$ cat config.mk
export PLATFORM = sky130hd
export DESIGN_NAME = i2c_host_reader
export DESIGN_NICKNAME = d
export VERILOG_FILES = /design/src/rtl/i2c_host_pkg.sv /design/src/rtl/i2c_tick_gen.sv /design/src/rtl/i2c_host_reader.sv
export SDC_FILE = /design/constraint.sdc
export NUM_CORES = 1
export LEC_CHECK = 0
export ABC_AREA = 1
export ABC_CLOCK_PERIOD_IN_PS = 1600
export BUFFER_PORTS_ARGS = -buffer_cell sky130_fd_sc_hd__buf_2
export CORE_UTILIZATION = 54
export CTS_BUF_LIST = sky130_fd_sc_hd__clkbuf_8
export DETAILED_ROUTE_END_ITERATION = 10
export GPL_TIMING_DRIVEN = 0
export PLACE_DENSITY_LB_ADDON = 0.25
export SLEW_MARGIN = 25
export SYNTH_ARGS = -nofsm -noshare
export SYNTH_HDL_FRONTEND = slang
export SYNTH_SLANG_ARGS = --single-unit
$ cat constraint.sdc
create_clock -name clk -period 1.6 [get_ports clk]
set_clock_uncertainty 0.05 [all_clocks]
set_input_delay 0.16 -clock clk [delete_from_list [all_inputs] [get_ports clk]]
set_output_delay 0.16 -clock clk [all_outputs]
set_load 0.1 [all_outputs]
$ cat src/rtl/i2c_host_pkg.sv
// Shared types and constants for the I2C host reader: FSM states, bit phases
// and the R/W bit values appended to the 7-bit device address.
package i2c_host_pkg;

    typedef enum logic [3:0] {
        ST_IDLE,
        ST_START,
        ST_WR_BYTE,
        ST_WR_ACK,
        ST_RSTART,
        ST_RD_BYTE,
        ST_RD_ACK,
        ST_STOP,
        ST_DONE
    } state_t;

    // Which byte the write path is currently sending.
    typedef enum logic [1:0] {
        WR_DEV_W,
        WR_REG,
        WR_DEV_R
    } wr_sel_t;

    localparam logic [1:0] Q0 = 2'd0;
    localparam logic [1:0] Q1 = 2'd1;
    localparam logic [1:0] Q2 = 2'd2;
    localparam logic [1:0] Q3 = 2'd3;

    localparam logic I2C_WR = 1'b0;
    localparam logic I2C_RD = 1'b1;

endpackage

$ cat src/rtl/i2c_tick_gen.sv
// Quarter-period timebase: counts CLK_DIV clocks per quarter and steps the
// 2-bit SCL phase at the end of each quarter.
module i2c_tick_gen
    import i2c_host_pkg::*;
#(
    parameter int CLK_DIV = 125
) (
    input  logic       clk,
    input  logic       rst,
    input  logic       en,
    input  logic       clr,
    output logic       tick,
    output logic [1:0] phase
);

    localparam int CNT_W = $clog2(CLK_DIV);
    localparam logic [CNT_W-1:0] CNT_MAX = CNT_W'(CLK_DIV - 1);

    logic [CNT_W-1:0] cnt;

    assign tick = en && (cnt == CNT_MAX);

    // NOTE: state registers use non-blocking assignments so every flop samples
    // pre-edge values, independent of the order the always blocks run in.
    always_ff @(posedge clk) begin
        if (rst || clr) begin
            cnt   <= '0;
            phase <= Q0;
        end else if (tick) begin
            cnt   <= '0;
            phase <= phase + 2'd1;
        end else if (en) begin
            cnt   <= cnt + 1'b1;
        end
    end

endmodule

$ cat src/rtl/i2c_host_reader.sv
// I2C master: START, device address + register write, repeated START,
// N-byte read streamed out with a valid strobe, STOP.
module i2c_host_reader
    import i2c_host_pkg::*;
#(
    parameter int CLK_DIV = 125,
    parameter int LEN_W   = 5
) (
    input  logic             clk,
    input  logic             rst,
    input  logic             start,
    input  logic [6:0]       dev_addr,
    input  logic [7:0]       reg_addr,
    input  logic [LEN_W-1:0] rd_len,
    input  logic             sda_in,
    output logic             sda_oe,
    output logic             scl_oe,
    output logic             busy,
    output logic [7:0]       rd_data,
    output logic             rd_valid,
    output logic             done,
    output logic             nack
);

    state_t           state, state_nxt;
    wr_sel_t          wr_sel;
    logic             tick;
    logic [1:0]       phase;
    logic             bit_end, smp;
    logic [6:0]       dev_q;
    logic [7:0]       reg_q;
    logic [LEN_W-1:0] rem;
    logic [7:0]       shift;
    logic [2:0]       bit_cnt;
    logic             ack_bit;
    logic             sda_drv, scl_drv;

    assign busy    = (state != ST_IDLE) && (state != ST_DONE);
    assign done    = (state == ST_DONE);
    assign bit_end = tick && (phase == Q3);
    assign smp     = tick && (phase == Q2);

    i2c_tick_gen #(.CLK_DIV(CLK_DIV)) u_tick (
        .clk   (clk),
        .rst   (rst),
        .en    (busy),
        .clr   (!busy),
        .tick  (tick),
        .phase (phase)
    );

    always_ff @(posedge clk) begin
        if (rst) state <= ST_IDLE;
        else     state <= state_nxt;
    end

    // NOTE: every output of this block gets a default before the case so no
    // path leaves a variable unassigned, which would infer a latch.
    always_comb begin
        state_nxt = state;
        sda_drv   = 1'b0;
        scl_drv   = 1'b0;
        unique case (state)
            ST_IDLE: if (start) state_nxt = ST_START;
            ST_START: begin
                sda_drv = phase[1];
                scl_drv = (phase == Q3);
                if (bit_end) state_nxt = ST_WR_BYTE;
            end
            ST_WR_BYTE: begin
                sda_drv = ~shift[7];
                scl_drv = ~phase[1];
                if (bit_end && bit_cnt == 3'd7) state_nxt = ST_WR_ACK;
            end
            ST_WR_ACK: begin
                scl_drv = ~phase[1];
                if (bit_end) begin
                    if (ack_bit) state_nxt = ST_STOP;
                    else begin
                        unique case (wr_sel)
                            WR_DEV_W: state_nxt = ST_WR_BYTE;
                            WR_REG:   state_nxt = (rem == '0) ? ST_STOP : ST_RSTART;
                            default:  state_nxt = ST_RD_BYTE;
                        endcase
                    end
                end
            end
            ST_RSTART: begin
                // Release SDA with SCL low, raise SCL, then pull SDA low while SCL is high.
                sda_drv = phase[1];
                scl_drv = (phase == Q0) || (phase == Q3);
                if (bit_end) state_nxt = ST_WR_BYTE;
            end
            ST_RD_BYTE: begin
                scl_drv = ~phase[1];
                if (bit_end && bit_cnt == 3'd7) state_nxt = ST_RD_ACK;
            end
            ST_RD_ACK: begin
                sda_drv = (rem > LEN_W'(1));
                scl_drv = ~phase[1];
                if (bit_end) state_nxt = (rem > LEN_W'(1)) ? ST_RD_BYTE : ST_STOP;
            end
            ST_STOP: begin
                sda_drv = (phase != Q3);
                scl_drv = ~phase[1];
                if (bit_end) state_nxt = ST_DONE;
            end
            ST_DONE:  state_nxt = ST_IDLE;
            default:  state_nxt = ST_IDLE;
        endcase
    end

    always_ff @(posedge clk) begin
        if (rst) begin
            sda_oe   <= 1'b0;
            scl_oe   <= 1'b0;
            rd_data  <= 8'h00;
            rd_valid <= 1'b0;
            nack     <= 1'b0;
            dev_q    <= '0;
            reg_q    <= '0;
            rem      <= '0;
            shift    <= '0;
            bit_cnt  <= '0;
            ack_bit  <= 1'b0;
            wr_sel   <= WR_DEV_W;
        end else begin
            // Pad drivers are registered so SDA/SCL never glitch on decode.
            sda_oe   <= sda_drv;
            scl_oe   <= scl_drv;
            rd_valid <= 1'b0;
            if (state == ST_IDLE && start) begin
                dev_q   <= dev_addr;
                reg_q   <= reg_addr;
                rem     <= rd_len;
                nack    <= 1'b0;
                bit_cnt <= '0;
            end
            if (smp) begin
                if (state == ST_WR_ACK) ack_bit <= sda_in;
                if (state == ST_RD_BYTE) shift <= {shift[6:0], sda_in};
            end
            if (bit_end) begin
                unique case (state)
                    ST_START: begin
                        shift  <= {dev_q, I2C_WR};
                        wr_sel <= WR_DEV_W;
                    end
                    ST_RSTART: begin
                        shift  <= {dev_q, I2C_RD};
                        wr_sel <= WR_DEV_R;
                    end
                    ST_WR_BYTE: begin
                        shift   <= {shift[6:0], 1'b0};
                        bit_cnt <= bit_cnt + 3'd1;
                    end
                    ST_WR_ACK: begin
                        if (ack_bit) nack <= 1'b1;
                        else if (wr_sel == WR_DEV_W) begin
                            shift  <= reg_q;
                            wr_sel <= WR_REG;
                        end
                    end
                    ST_RD_BYTE: begin
                        bit_cnt <= bit_cnt + 3'd1;
                        if (bit_cnt == 3'd7) begin
                            rd_data  <= shift;
                            rd_valid <= 1'b1;
                        end
                    end
                    ST_RD_ACK: rem <= rem - 1'b1;
                    default: ;
                endcase
            end
        end
    end

endmodule
# Word-level counts from Yosys, hierarchy flattened
# Cells that the tools add are included.
dict set report totals {
  out_inout_bits 14
  elab_cells 106
  ff_bits 59
}
dict set report op_classes {
  eq_ne 24
  order_cmp 1
  n_bitwise 4
  muxes 34
  reduce_logical 24
  add_sub_neg 4
}
# cell count
set op_table {}
lappend op_table {{8-bit two-way mux} 5}
lappend op_table {{8-bit one-hot mux with 4 select lines} 1}
lappend op_table {{4-bit two-way mux} 7}
lappend op_table {{4-bit one-hot mux with 7 select lines} 1}
lappend op_table {{4-bit by 3-bit equality test with 1-bit output (second input constant)} 4}
lappend op_table {{2-bit != test (second input constant)} 8}
lappend op_table {{5-bit two-way mux} 3}
lappend op_table {{3-bit two-way mux} 4}
lappend op_table {{4-bit by 2-bit equality test with 1-bit output (second input constant)} 2}
lappend op_table {{2-bit two-way mux} 4}
lappend op_table {{7-bit by 1-bit adder with 7-bit output (second input constant)} 1}
lappend op_table {{7-bit equality test (second input constant)} 1}
lappend op_table {{7-bit AND reduction} 1}
lappend op_table {{1-bit logical AND} 6}
lappend op_table {{2-bit one-hot mux with 3 select lines} 1}
lappend op_table {{3-bit one-hot mux with 2 select lines} 1}
lappend op_table {{2-bit OR reduction} 3}
lappend op_table {{5-bit by 1-bit > comparator with 1-bit output (second input constant)} 1}
lappend op_table {{5-bit zero test} 1}
lappend op_table {{1-bit two-way mux} 5}
lappend op_table {{5-bit OR reduction} 1}
lappend op_table {{5-bit by 1-bit subtractor with 5-bit output (second input constant)} 1}
lappend op_table {{2-bit equality test (second input constant)} 2}
lappend op_table {{4-bit by 1-bit equality test with 1-bit output (second input constant)} 1}
lappend op_table {{other kinds (20)} 26}

# Longest topological paths before layout
# Gate-level depths: netlist of run 1.
dict set report logic_depth {
  depth_word 9
  depth_mapped 10
}

# Cells and area by module
# From an unflattened synthesis of run 1, not the netlist that was laid out.
dict set report unflattened {
  hier_cells 457
  hier_area_um2 3072.9
}
# mod seq_area_each_um2 area_each_um2 n_inst cells_each
set modules_own_cells {}
lappend modules_own_cells {i2c_host_reader 1001.0 2595.0 1 386}
lappend modules_own_cells {i2c_tick_gen 180.2 478.0 1 71}

# Least setup slack after synthesis of run 1
# Ideal clock, no wire load.
dict set report synth_path {
  path_kind {reg-to-output}
  from {register state[0]}
  to {output done}
  path_slack_ps -736
  path_stages_with_launch 4
  arrival_time_ps 2126
  required_time_ps 1390
  cell_sequence {dfxtp_1 -> nor2_2 -> nand2_4 -> nor2_1}
}
dict set report synth_via {
  elab_chain_cells 1
}
# element line
set synth_lines {}
lappend synth_lines {{start, declared} i2c_host_reader.sv:25} ;# state_t state, state_nxt;
lappend synth_lines {{start signal, assigned} i2c_host_reader.sv:54} ;# else state <= state_nxt;
lappend synth_lines {{4-bit equality test} i2c_host_reader.sv:39} ;# assign done = (state == ST_DONE);
lappend synth_lines {{end, declared} i2c_host_reader.sv:21} ;# output logic done,
# No other way between the ends.

# Final worst setup path of run 1
dict set report layout_path {
  from {register u_tick.cnt[0]}
  to {register rem[3]}
}
dict set report layout_via {
  elab_chain_cells 4
}
# element line
set layout_lines {}
lappend layout_lines {{start, declared} i2c_tick_gen.sv:19} ;# logic [CNT_W-1:0] cnt;
lappend layout_lines {{start signal, assigned} i2c_tick_gen.sv:33} ;# cnt <= cnt + 1'b1;
lappend layout_lines {{7-bit equality test} i2c_tick_gen.sv:21} ;# assign tick = en && (cnt == CNT_MAX);
lappend layout_lines {{1-bit logical AND} i2c_tick_gen.sv:21}
lappend layout_lines {{1-bit logical AND} i2c_host_reader.sv:40} ;# assign bit_end = tick && (phase == Q3);
lappend layout_lines {{5-bit two-way mux} i2c_host_reader.sv:143} ;# if (bit_end) begin
lappend layout_lines {{end signal, assigned} i2c_host_reader.sv:135} ;# rem <= rd_len;
lappend layout_lines {{end signal, assigned} i2c_host_reader.sv:171} ;# ST_RD_ACK: rem <= rem - 1'b1;
lappend layout_lines {{end, declared} i2c_host_reader.sv:32} ;# logic [LEN_W-1:0] rem;
# No other way between the ends.
# A chain may end at the register's enable or synchronous reset.

==> results of run 1 <==
-- sequential cells by signal, summed over array words and instances, names as in the netlist, 2 cells and up --
| name | count |
|---|---|
| wr_sel | 2 |
| shift | 8 |
| bit_cnt | 3 |
| dev_q | 7 |
| rd_data | 8 |
| reg_q | 8 |
| u_tick.phase | 2 |
| state | 4 |
| rem | 5 |
| u_tick.cnt | 7 |
-- kinds of logic after synthesis --
group | count (synthesis)
xor gates and xnor gates | 3
DFF | 59
AOI/OAI and AO/OA | 83
and+or+nand+nor | 212
adders and majority gates | 9
buffers and inverters | 52
-- final timing paths --
| kind | start | slack [ps] | endpoint |
|---|---|---|---|
| max | u_tick.cnt[0] | -40 | rem[3] |
| min | dev_addr[3] | 20 | dev_q[3] |
| max reg2reg | u_tick.cnt[0] | -40 | rem[3] |
| min reg2reg | reg_q[4] | 410 | reg_q[4] |
-- report_power, final --
part	leakage (uW)	total (uW)	internal, uW	switching, uW
registers	0.000480	1750	1640	110
clock network	0.000105	1310	701	604
logic	0.00104	2030	607	1420
total	0.00163	5080	2940	2130
-- worst min-delay path: stages --
cell	delay, ps
buf_2	90
nand3_1	70
a21oi_1	60
-- cells in the mapped netlist --
cell      number  share of area (%)
nor2_1        26                3.2
nand2_1      100                 12
dfxtp_1       59                 38
nand4_1        4               0.81
or2_1          1               0.20
nand2_2        2               0.41
a21oi_1       47                7.6
nand4_4        1               0.69
o211ai_1       7                1.7
nor2_2         4               0.81
inv_2          9                1.1
or2_0          2               0.41
o21ai_1        1               0.16
nand3b_1       1               0.24
buf_6          1               0.37
o21ai_0       20                3.3
o21ai_2        1               0.28
buf_2          4               0.65
nand3_1       50                8.1
a21oi_4        1               0.53
a21oi_2        3               0.85
and3_1         1               0.20
xnor2_1        1               0.28
o21a_1         1               0.24
nor2_4         7                2.6
ha_1           9                3.7
nor2_8         1               0.65
nand3_4        3                1.7
nor3_1         2               0.33
o211a_1        1               0.33
buf_1          1               0.12
inv_1         30                3.7
nand3_2        2               0.65
nand2_4        4                1.5
clkbuf_1       6               0.73
buf_4          1               0.24
a31oi_1        1               0.20
nor3b_2        1               0.41
xor2_1         2               0.57
-- routing by layer --
| layer | global-route usage, % | wire (microns) | up-vias |
|---|---|---|---|
| li1 | - | - | 1514 |
| met5 | 0 | 0 | - |
| met4 | 11.32 | 128 | 0 |
| met2 | 45.13 | 3777 | 73 |
| met3 | 5.059 | 341 | 14 |
| met1 | 32.45 | 3442 | 1365 |
-- final cells by class --
| type | count | area (sq um) | share of cell area (%) |
|---|---|---|---|
| tap | 72 | 90.09 | 2.317 |
| sequential | 59 | 1186 | 30.51 |
| clock buffer | 9 | 123.9 | 3.186 |
| inverter | 39 | 148.9 | 3.830 |
| multi-input combinational | 308 | 1893 | 48.70 |
| buffer | 13 | 68.82 | 1.770 |
| timing repair buffer | 50 | 315.3 | 8.111 |
| clock inverter | 7 | 61.31 | 1.577 |
-- through the flow --
step | setup WS, ps | power (uW)
floorplan | 40.67 | 3207
global placement | -45.50 | 3544
detailed placement | -91.87 | 3586
CTS | -57.79 | 4935
global route | -134.2 | 5381
finish | -42.24 | 5078
-- what timing repair did --
item | in CTS | in global routing
gates cloned | 2 | 0
setup endpoints to repair | 24 | 47
pin swaps | 15 | 28
buffers inserted | 6 | 7
gates resized for setup | 21 | 57
==> impl_metrics.csv, run 1 <==
group,metric,value,unit
power,pwr_density_cell,1306,nW/um^2
final_layout,areaGrowthSynthToFinish,26.30,%
hold_path,min_path_cells,3,
worst_setup_path,path_depth,8,
flow_run,maxCapViolations,0,
floorplan,start_util,55.90,%
clock_tree,clk_path_buf_depth,2,
logic_synthesis,synthXorXnorAreaFrac,0.8537,%
worst_setup_path,path_class,"register to register",
final_layout,stdcell_area,3887,sq um
final_layout,diodes,0,
global_route,grt_use_total,26.49,%
hold_path,hold_path_class,"primary input to register",
detailed_routing,drc,0,
logic_synthesis,netlist_area,3078,sq um
clock_tree,cts_tree,"yes",
sta,slew_headroom,52.04,%
global_route,antenna_found_initial,0,
final_layout,nNetsFinal,513,
sta,setup_viol,15,
detailed_routing,first_pass_iters,5,
placement,dp_cells,527,
global_route,grt_start_max_net_pins,11,
final_layout,final_common_cell,"nand2_1",
logic_synthesis,syn_nets,451,
floorplan,dieArea,6005,sq um
sta,fin_hold_ws,24.88,ps
worst_setup_path,cpMaxStageDelayCell,"dfxtp_2",
worst_setup_path,cp_top_family,"simple AND/OR/NAND/NOR gates",
detailed_routing,via_per_inst,5.325,
final_layout,utilization,70.60,%
logic_synthesis,synthSimpleGateAreaFrac,35.04,%
clock_tree,clock_latency,350,ps
worst_setup_path,cp_data_arrival_time,1840,ps
worst_setup_path,required,1800,ps
worst_setup_path,slowest_delay,320,ps
sta,rsz0062_at_grt,"true",
logic_synthesis,synth_fa_ha_area_share,3.659,%
sta,worstMarginPinSlew,719.3,ps
floorplan,die_w,77.50,microns
clock_tree,htree_levels,3,
logic_synthesis,yosysUniqueCellTypes,39,
final_layout,drive_gt1_share,32.58,%
logic_synthesis,synth_mux_area_share,0,%
logic_synthesis,synth_compound_area_share,15.20,%
detailed_routing,drtIter0Drc,173,
global_route,grt_pass1_wl,12.53,mm
sta,maxSlewViolCount,0,
worst_setup_path,crit_buf_inv,1,
clock_tree,cts_buffers,9,
logic_synthesis,synth_cells,418,
status,outcome,"complete, but fails checks",
logic_synthesis,synth_top_family_by_area,"simple AND/OR/NAND/NOR gates",
worst_setup_path,critPathMaxFanout,10,
detailed_routing,postRouteAntennaNets,0,
sta,min_period,1642,ps
status,failed_checks,"negative setup slack",
logic_synthesis,yosys_warnings,0,
placement,dp_hpwl,5.172,mm
logic_synthesis,avgSynthCellArea,7.364,sq um
worst_setup_path,crit_path_start_kind,"register",
worst_setup_path,reg2regPathDepth,8,
logic_synthesis,synth_seq_area_share,38.37,%
floorplan,dieHeight,77.50,microns
power,leakagePower,0.001630,uW
final_layout,fill_cells,443,
placement,place_congestion,0.9189,
placement,placedInstanceArea,3361,sq um
global_route,overflow,0,
floorplan,core,5507,sq um
final_layout,layout_common_cells,"87 x nand2_1, 55 x dfxtp_1, 41 x nand3_1",
detailed_routing,via_count,2966,
sta,max_freq,0.6089,GHz
logic_synthesis,ys_ff_latch,59,
clock_tree,cts_root_buf,"clkbuf_8",
sta,timing_hold_violations_final,0,
floorplan,ios,38,
worst_setup_path,path_cells,"inv_2 > ha_4 > nand3_4 > nor2_4 > nand3_4 > nor2_4 > nand3_1 > o211a_1",
detailed_routing,wl_per_cell,13.81,microns
sta,fin_crit_sh,102.6,%
placement,port_buffers,37,
detailed_routing,routed_wl,7.690,mm
power,ir_drop,1.025,mV
final_layout,final_cells,557,
clock_tree,cts.hold.buffers_added,0,
sta,timing.final.ws_setup,-42.24,ps
worst_setup_path,worst_setup_path_end_kind,"register",
clock_tree,clk_pin_slew,70,ps
floorplan,num_rows,27,
global_route,grt_pass1_vias,2833,
clock_tree,clock-sinks,59,
sta,tns,-362.4,ps
(Power assumes the default switching activity.)
==> inputs of run 2 (changes only) <==
- ABC_AREA: 1 -> unset
- CORE_UTILIZATION: 54 -> 55
- RECOVER_POWER: unset -> 25
==> impl_metrics.csv, run 2 <==
group,metric,value,unit
final_layout,diodes,0,
placement,place_congestion,1.002,
clock_tree,clock_latency,350,ps
logic_synthesis,synthArstFlopShare,0,%
sta,fin_crit_sh,114.6,%
floorplan,ios,38,
clock_tree,cts_buffers,9,
clock_tree,clock-sinks,59,
logic_synthesis,synth_cells,395,
worst_setup_path,crit-reg2reg-launch,"u_tick.cnt[5]",
placement,dp_cells,503,
status,outcome,"complete, but fails checks",
sta,maxSlewViolCount,0,
final_layout,layout_common_cells,"48 x dfxtp_1, 44 x nand2_1, 29 x a21oi_1",
worst_setup_path,r2r_end,"bit_cnt[0]",
sta,fin_hold_ws,15.24,ps
clock_tree,htree_levels,3,
global_route,grt_pass1_vias,3282,
flow_run,maxCapViolations,0,
worst_setup_path,reg2regPathDepth,5,
logic_synthesis,netlist_area,3283,sq um
worst_setup_path,crit_path_start_kind,"register",
power,leakagePower,0.001777,uW
detailed_routing,postRouteAntennaNets,0,
hold_path,hold_path_class,"primary input to register",
placement,port_buffers,36,
floorplan,die_w,79.26,microns
worst_setup_path,startpoint,"u_tick.cnt[5]",
hold_path,hp-start,"reg_addr[7]",
power,power.total,5534,uW
detailed_routing,routed_wl,10.98,mm
sta,worstMarginPinSlew,716.5,ps
sta,rsz0062_at_grt,"true",
worst_setup_path,worst_setup_path_end_kind,"register",
worst_setup_path,cp_data_arrival_time,2050,ps
logic_synthesis,yosys_warnings,0,
sta,timing.final.ws_setup,-233.0,ps
logic_synthesis,ys_ff_latch,59,
detailed_routing,via_per_inst,6.492,
hold_path,min_path_cells,3,
clock_tree,cts_root_buf,"clkbuf_8",
worst_setup_path,path_class,"register to register",
hold_path,worstHoldEndpoint,"reg_q[7]",
floorplan,num_rows,27,
global_route,overflow,0,
sta,min_period,1833,ps
sta,setup_viol,35,
global_route,grt_pass1_wl,15.84,mm
power,ir_drop,1.123,mV
final_layout,final_common_cell,"dfxtp_1",
detailed_routing,wl_per_cell,19.78,microns
worst_setup_path,required,1820,ps
logic_synthesis,synth_edf_count,0,
final_layout,fill_cells,324,
power,pwr_density_cell,1195,nW/um^2
global_route,grt_start_max_net_pins,11,
global_route,antenna_found_initial,0,
logic_synthesis,synthFlopType,"dfxtp_1",
final_layout,drive_gt1_share,36.65,%
clock_tree,clk_pin_slew,70,ps
worst_setup_path,r2r_setup_slack,-230,ps
detailed_routing,first_pass_iters,5,
final_layout,top_regs,"rd_data x8, reg_q x8, shift x8",
logic_synthesis,yosys-top-cells-count,"59 x dfxtp_1, 44 x nand2_1, 35 x a21oi_1, 20 x nor2_1, 18 x inv_1",
logic_synthesis,syn_nets,428,
logic_synthesis,yosysTopAreaCell,"dfxtp_1",
clock_tree,clk_path_buf_depth,2,
logic_synthesis,avgSynthCellArea,8.312,sq um
status,failed_checks,"negative setup slack",
floorplan,core,5642,sq um
clock_tree,cts_tree,"yes",
placement,dp_hpwl,6.144,mm
floorplan,dieArea,6282,sq um
detailed_routing,via_count,3603,
sta,timing_hold_violations_final,0,
worst_setup_path,critPathMaxFanout,5,
logic_synthesis,synth_area_leaders,"dfxtp_1 36%, a21oi_1 5.3%, nand2_1 5.0%",
floorplan,start_util,58.19,%
detailed_routing,drtIter0Drc,484,
global_route,grt_use_total,33.16,%
sta,max_freq,0.5456,GHz
logic_synthesis,synth_top_area_share,35.98,%
floorplan,dieHeight,79.26,microns
logic_synthesis,synth_seq_area_share,35.98,%
final_layout,final_cells,555,
logic_synthesis,yosysUniqueCellTypes,66,
sta,slew_headroom,52.23,%
final_layout,nNetsFinal,511,
detailed_routing,drc,0,
logic_synthesis,synth_most_common_cell,"dfxtp_1",
final_layout,areaGrowthSynthToFinish,41.04,%
-- run 2: cell types whose count changed after synthesis, moves of 10 or more --
cell | previous run | this run
inv_1 | 30 | 18
nand2_1 | 100 | 44
nand3_1 | 50 | 17
a21oi_1 | 47 | 35
mux2i_1 | 0 | 10
nor3_1 | 2 | 12
-- run 2: cell type report --
cell class | instances | area (sq um) | share of cell area, %
clock buffers | 12 | 165.2 | 3.567
well taps | 72 | 90.09 | 1.945
flip-flops and latches | 59 | 1205 | 26.02
repair buffers | 75 | 578.1 | 12.48
plain buffers | 27 | 222.7 | 4.810
inverters | 20 | 82.58 | 1.783
multi-input cells | 286 | 2238 | 48.34
clock inverters | 4 | 48.80 | 1.054
-- run 2: how the worst max path moves through the flow --
stage,endpoint,slack [ps],depth (start not counted)
after floorplan,done,-170,5
after global placement,shift[2],-380,5
after detailed placement,rd_data[7],-400,6
after CTS,state[1],-130,6
after global routing,state[0],-280,6
final,bit_cnt[0],-230,5
-- run 2: per-stage QoR --
step / TNS, ps / cell area, sq um / util, % / worst slack [ps]
after CTS: -792.7 / 4360 / 77.29 / -134.4
after global routing: -4778 / 4631 / 82.08 / -276.8
after global placement: -12750 / 3617 / 64.12 / -381.5
final: -2864 / 4631 / 82.08 / -233.0
after detailed placement: -13370 / 3617 / 64.12 / -396.6
after floorplan: -718.5 / 3347 / - / -168.5
-- run 2: report_power, final --
| part | internal, uW | switching [uW] |
|---|---|---|
| Sequential | 1600 | 132 |
| Combinational | 998 | 1340 |
| Clock | 841 | 620 |
| Total | 3440 | 2090 |
-- run 2: what timing repair did --
| action | CTS | global route |
|---|---|---|
| buffers inserted | 17 | 9 |
| hold buffers | 11 | 0 |
| endpoints found under the setup margin | 59 | 44 |
| resized for setup | 75 | 47 |
| endpoints found under the hold margin | 11 | 0 |
| cloned | 1 | 1 |
| pin swaps | 18 | 11 |
-- run 2: critical path: stages (launching register included) --
cell and delay [ps]:
dfxtp_1 490, and3_4 260, buf_8 130, nand3_4 100, or4_4 560, a21oi_2 150
-- run 2: logic make-up after synthesis --
group,share of synthesized area [%]
compound gates,22.90
xor+xnor,1.867
fa+ha+maj,3.430
buf+inv,7.126
flops,35.98
mux,3.049
simple gates,25.65
-- run 2: layer usage --
layer,vias to the layer above,GRT usage [%],wire (microns)
met5,-,0,0
met4,0,16.73,359
met3,46,8.391,1048
met2,238,51.72,5127
met1,1692,42.21,4444
li1,1627,-,-
==> inputs of run 3 (changes only) <==
- CORE_UTILIZATION: 55 -> 53
- CTS_BUF_LIST: sky130_fd_sc_hd__clkbuf_8 -> sky130_fd_sc_hd__clkbuf_8 sky130_fd_sc_hd__clkbuf_16
- PLACE_DENSITY: unset -> 0.79
- PLACE_DENSITY_LB_ADDON: 0.25 -> unset
==> impl_metrics.csv, run 3 (same netlist as run 2, synthesis figures left out) <==
group,metric,value,unit
status,outcome,"complete, but fails checks",
status,failed_checks,"negative setup slack",
clock_tree,htree_levels,3,
clock_tree,clock_latency,360,ps
worst_setup_path,required,1810,ps
detailed_routing,postRouteAntennaNets,0,
power,pwr_density_cell,1193,nW/um^2
detailed_routing,via_per_inst,6.722,
floorplan,ios,38,
global_route,grt_start_max_net_pins,11,
final_layout,drive_gt1_share,40.29,%
floorplan,start_util,55.13,%
clock_tree,clk_path_buf_depth,2,
hold_path,hold_path_class,"primary input to register",
sta,slew_headroom,59.26,%
placement,place_congestion,0.9430,
floorplan,dieArea,6513,sq um
detailed_routing,drtIter0Drc,518,
worst_setup_path,crit-reg2reg-launch,"rem[0]",
global_route,grt_pass1_vias,3235,
sta,fin_crit_sh,113.8,%
power,leakagePower,0.001836,uW
floorplan,die_w,80.71,microns
global_route,antenna_found_initial,0,
placement,port_buffers,36,
detailed_routing,wl_per_cell,21.48,microns
worst_setup_path,crit_path_start_kind,"register",
floorplan,dieHeight,80.71,microns
detailed_routing,routed_wl,12.11,mm
worst_setup_path,slowest_delay,490,ps
worst_setup_path,startpoint,"rem[0]",
final_layout,diodes,0,
power,power.total,5667,uW
flow_run,maxCapViolations,0,
global_route,overflow,0,
final_layout,fill_cells,355,
clock_tree,cts_tree,"yes",
final_layout,top_regs,"rd_data x8, reg_q x8, shift x8",
worst_setup_path,cp_data_arrival_time,2030,ps
floorplan,core,5956,sq um
detailed_routing,first_pass_iters,6,
final_layout,nNetsFinal,518,
power,ir_drop,1.714,mV
sta,timing.final.ws_setup,-221.4,ps
final_layout,final_common_cell,"dfxtp_1",
sta,max_freq,0.5490,GHz
placement,dp_hpwl,6.227,mm
sta,timing_hold_violations_final,0,
clock_tree,clk_pin_slew,80,ps
sta,min_period,1821,ps
worst_setup_path,path_cells,"inv_4 > ha_4 > or4b_4 > a2111oi_4 > a31oi_2 > a211oi_2",
final_layout,layout_common_cells,"46 x dfxtp_1, 43 x nand2_1, 33 x buf_4",
worst_setup_path,critPathMaxFanout,2,
floorplan,num_rows,28,
sta,fin_hold_ws,4.003,ps
global_route,grt_use_total,33.59,%
global_route,grt_pass1_wl,16.15,mm
worst_setup_path,cpMaxStageDelayCell,"or4b_4",
worst_setup_path,worst_setup_path_end_kind,"register",
sta,worstMarginPinSlew,611.1,ps
sta,setup_viol,36,
sta,rsz0062_at_grt,"true",
detailed_routing,via_count,3791,
worst_setup_path,path_class,"register to register",
final_layout,areaGrowthSynthToFinish,44.63,%
detailed_routing,drc,0,
clock_tree,clock-sinks,59,
clock_tree,cts_buffers,9,
hold_path,hp-start,"reg_addr[2]",
clock_tree,cts_root_buf,"clkbuf_8",
sta,maxSlewViolCount,0,
==> run 3: cell types whose count changed in the layout (fill, tap and decap cells not counted), sizes merged <==
cell         previous run  this run
bufinv                  1         2
clkbuf                 34        31
clkinvlp                2         0
buf                    69        79
clkinv                  1         3
dlygate4sd3            11        10
inv                    20        19
==> run 3: report_power, final <==
group	switching (uW)	internal (uW)	total, uW
logic	1390	941	2330
clock network	637	953	1590
registers	140	1610	1750
total	2160	3500	5670
==> run 3: timing repair <==
action / in CTS / in global routing
hold endpoints to repair: 10 / 0
pin swaps: 17 / 30
setup endpoints to repair: 59 / 56
cloned: 1 / 0
resized for setup: 68 / 75
hold buffers: 10 / 0
setup buffers: 20 / 19
==> run 3: final timing paths <==
kind,end,slack (ps),depth (start not counted)
worst max register to register,state[1],-220,6
worst min register to register,rd_data[6],410,2
worst min-delay path,reg_q[2],4,3
worst max-delay path,state[1],-220,6
==> run 3: area by class of cell <==
class	instances	area (sq um)	share of cell area (%)
multi-input cells	286	2277	47.96
flip-flops and latches	59	1207	25.43
repair buffers	86	665.6	14.02
plain buffers	23	196.4	4.137
clock buffers	11	151.4	3.188
well taps	75	93.84	1.976
inverters	20	82.58	1.739
clock inverters	4	73.82	1.555
==> run 3: stage by stage <==
stage	cells	instance area [sq um]	setup TNS (ps)	util [%]	setup slack, ps
after floorplan	395	3347	-718.5	-	-168.5
after global placement	506	3621	-12310	60.80	-367.2
after detailed placement	506	3621	-13430	60.80	-404.7
after CTS	550	4367	-1686	73.32	-186.5
after global routing	564	4748	-5232	79.73	-299.9
final	564	4748	-3005	79.73	-221.4
==> run 3: worst max-delay path: cells and delay by family (launching register included) <==
| family | cells | cell delay [ps] |
|---|---|---|
| AO/OA/AOI/OAI | 3 | 630 |
| AND/OR/NAND/NOR | 1 | 490 |
| adder cells (fa/ha/maj) | 1 | 120 |
| buffers and inverters | 1 | 60 |
| flip-flops | 1 | 360 |
==> run 3: per-layer routing <==
metal | routed length (microns) | up-vias | global-route usage, %
met5 | 0 | - | 0
met4 | 670 | 0 | 18.04
li1 | - | 1628 | -
met1 | 4769 | 1789 | 42.79
met2 | 5560 | 291 | 52.37
met3 | 1114 | 83 | 7.727
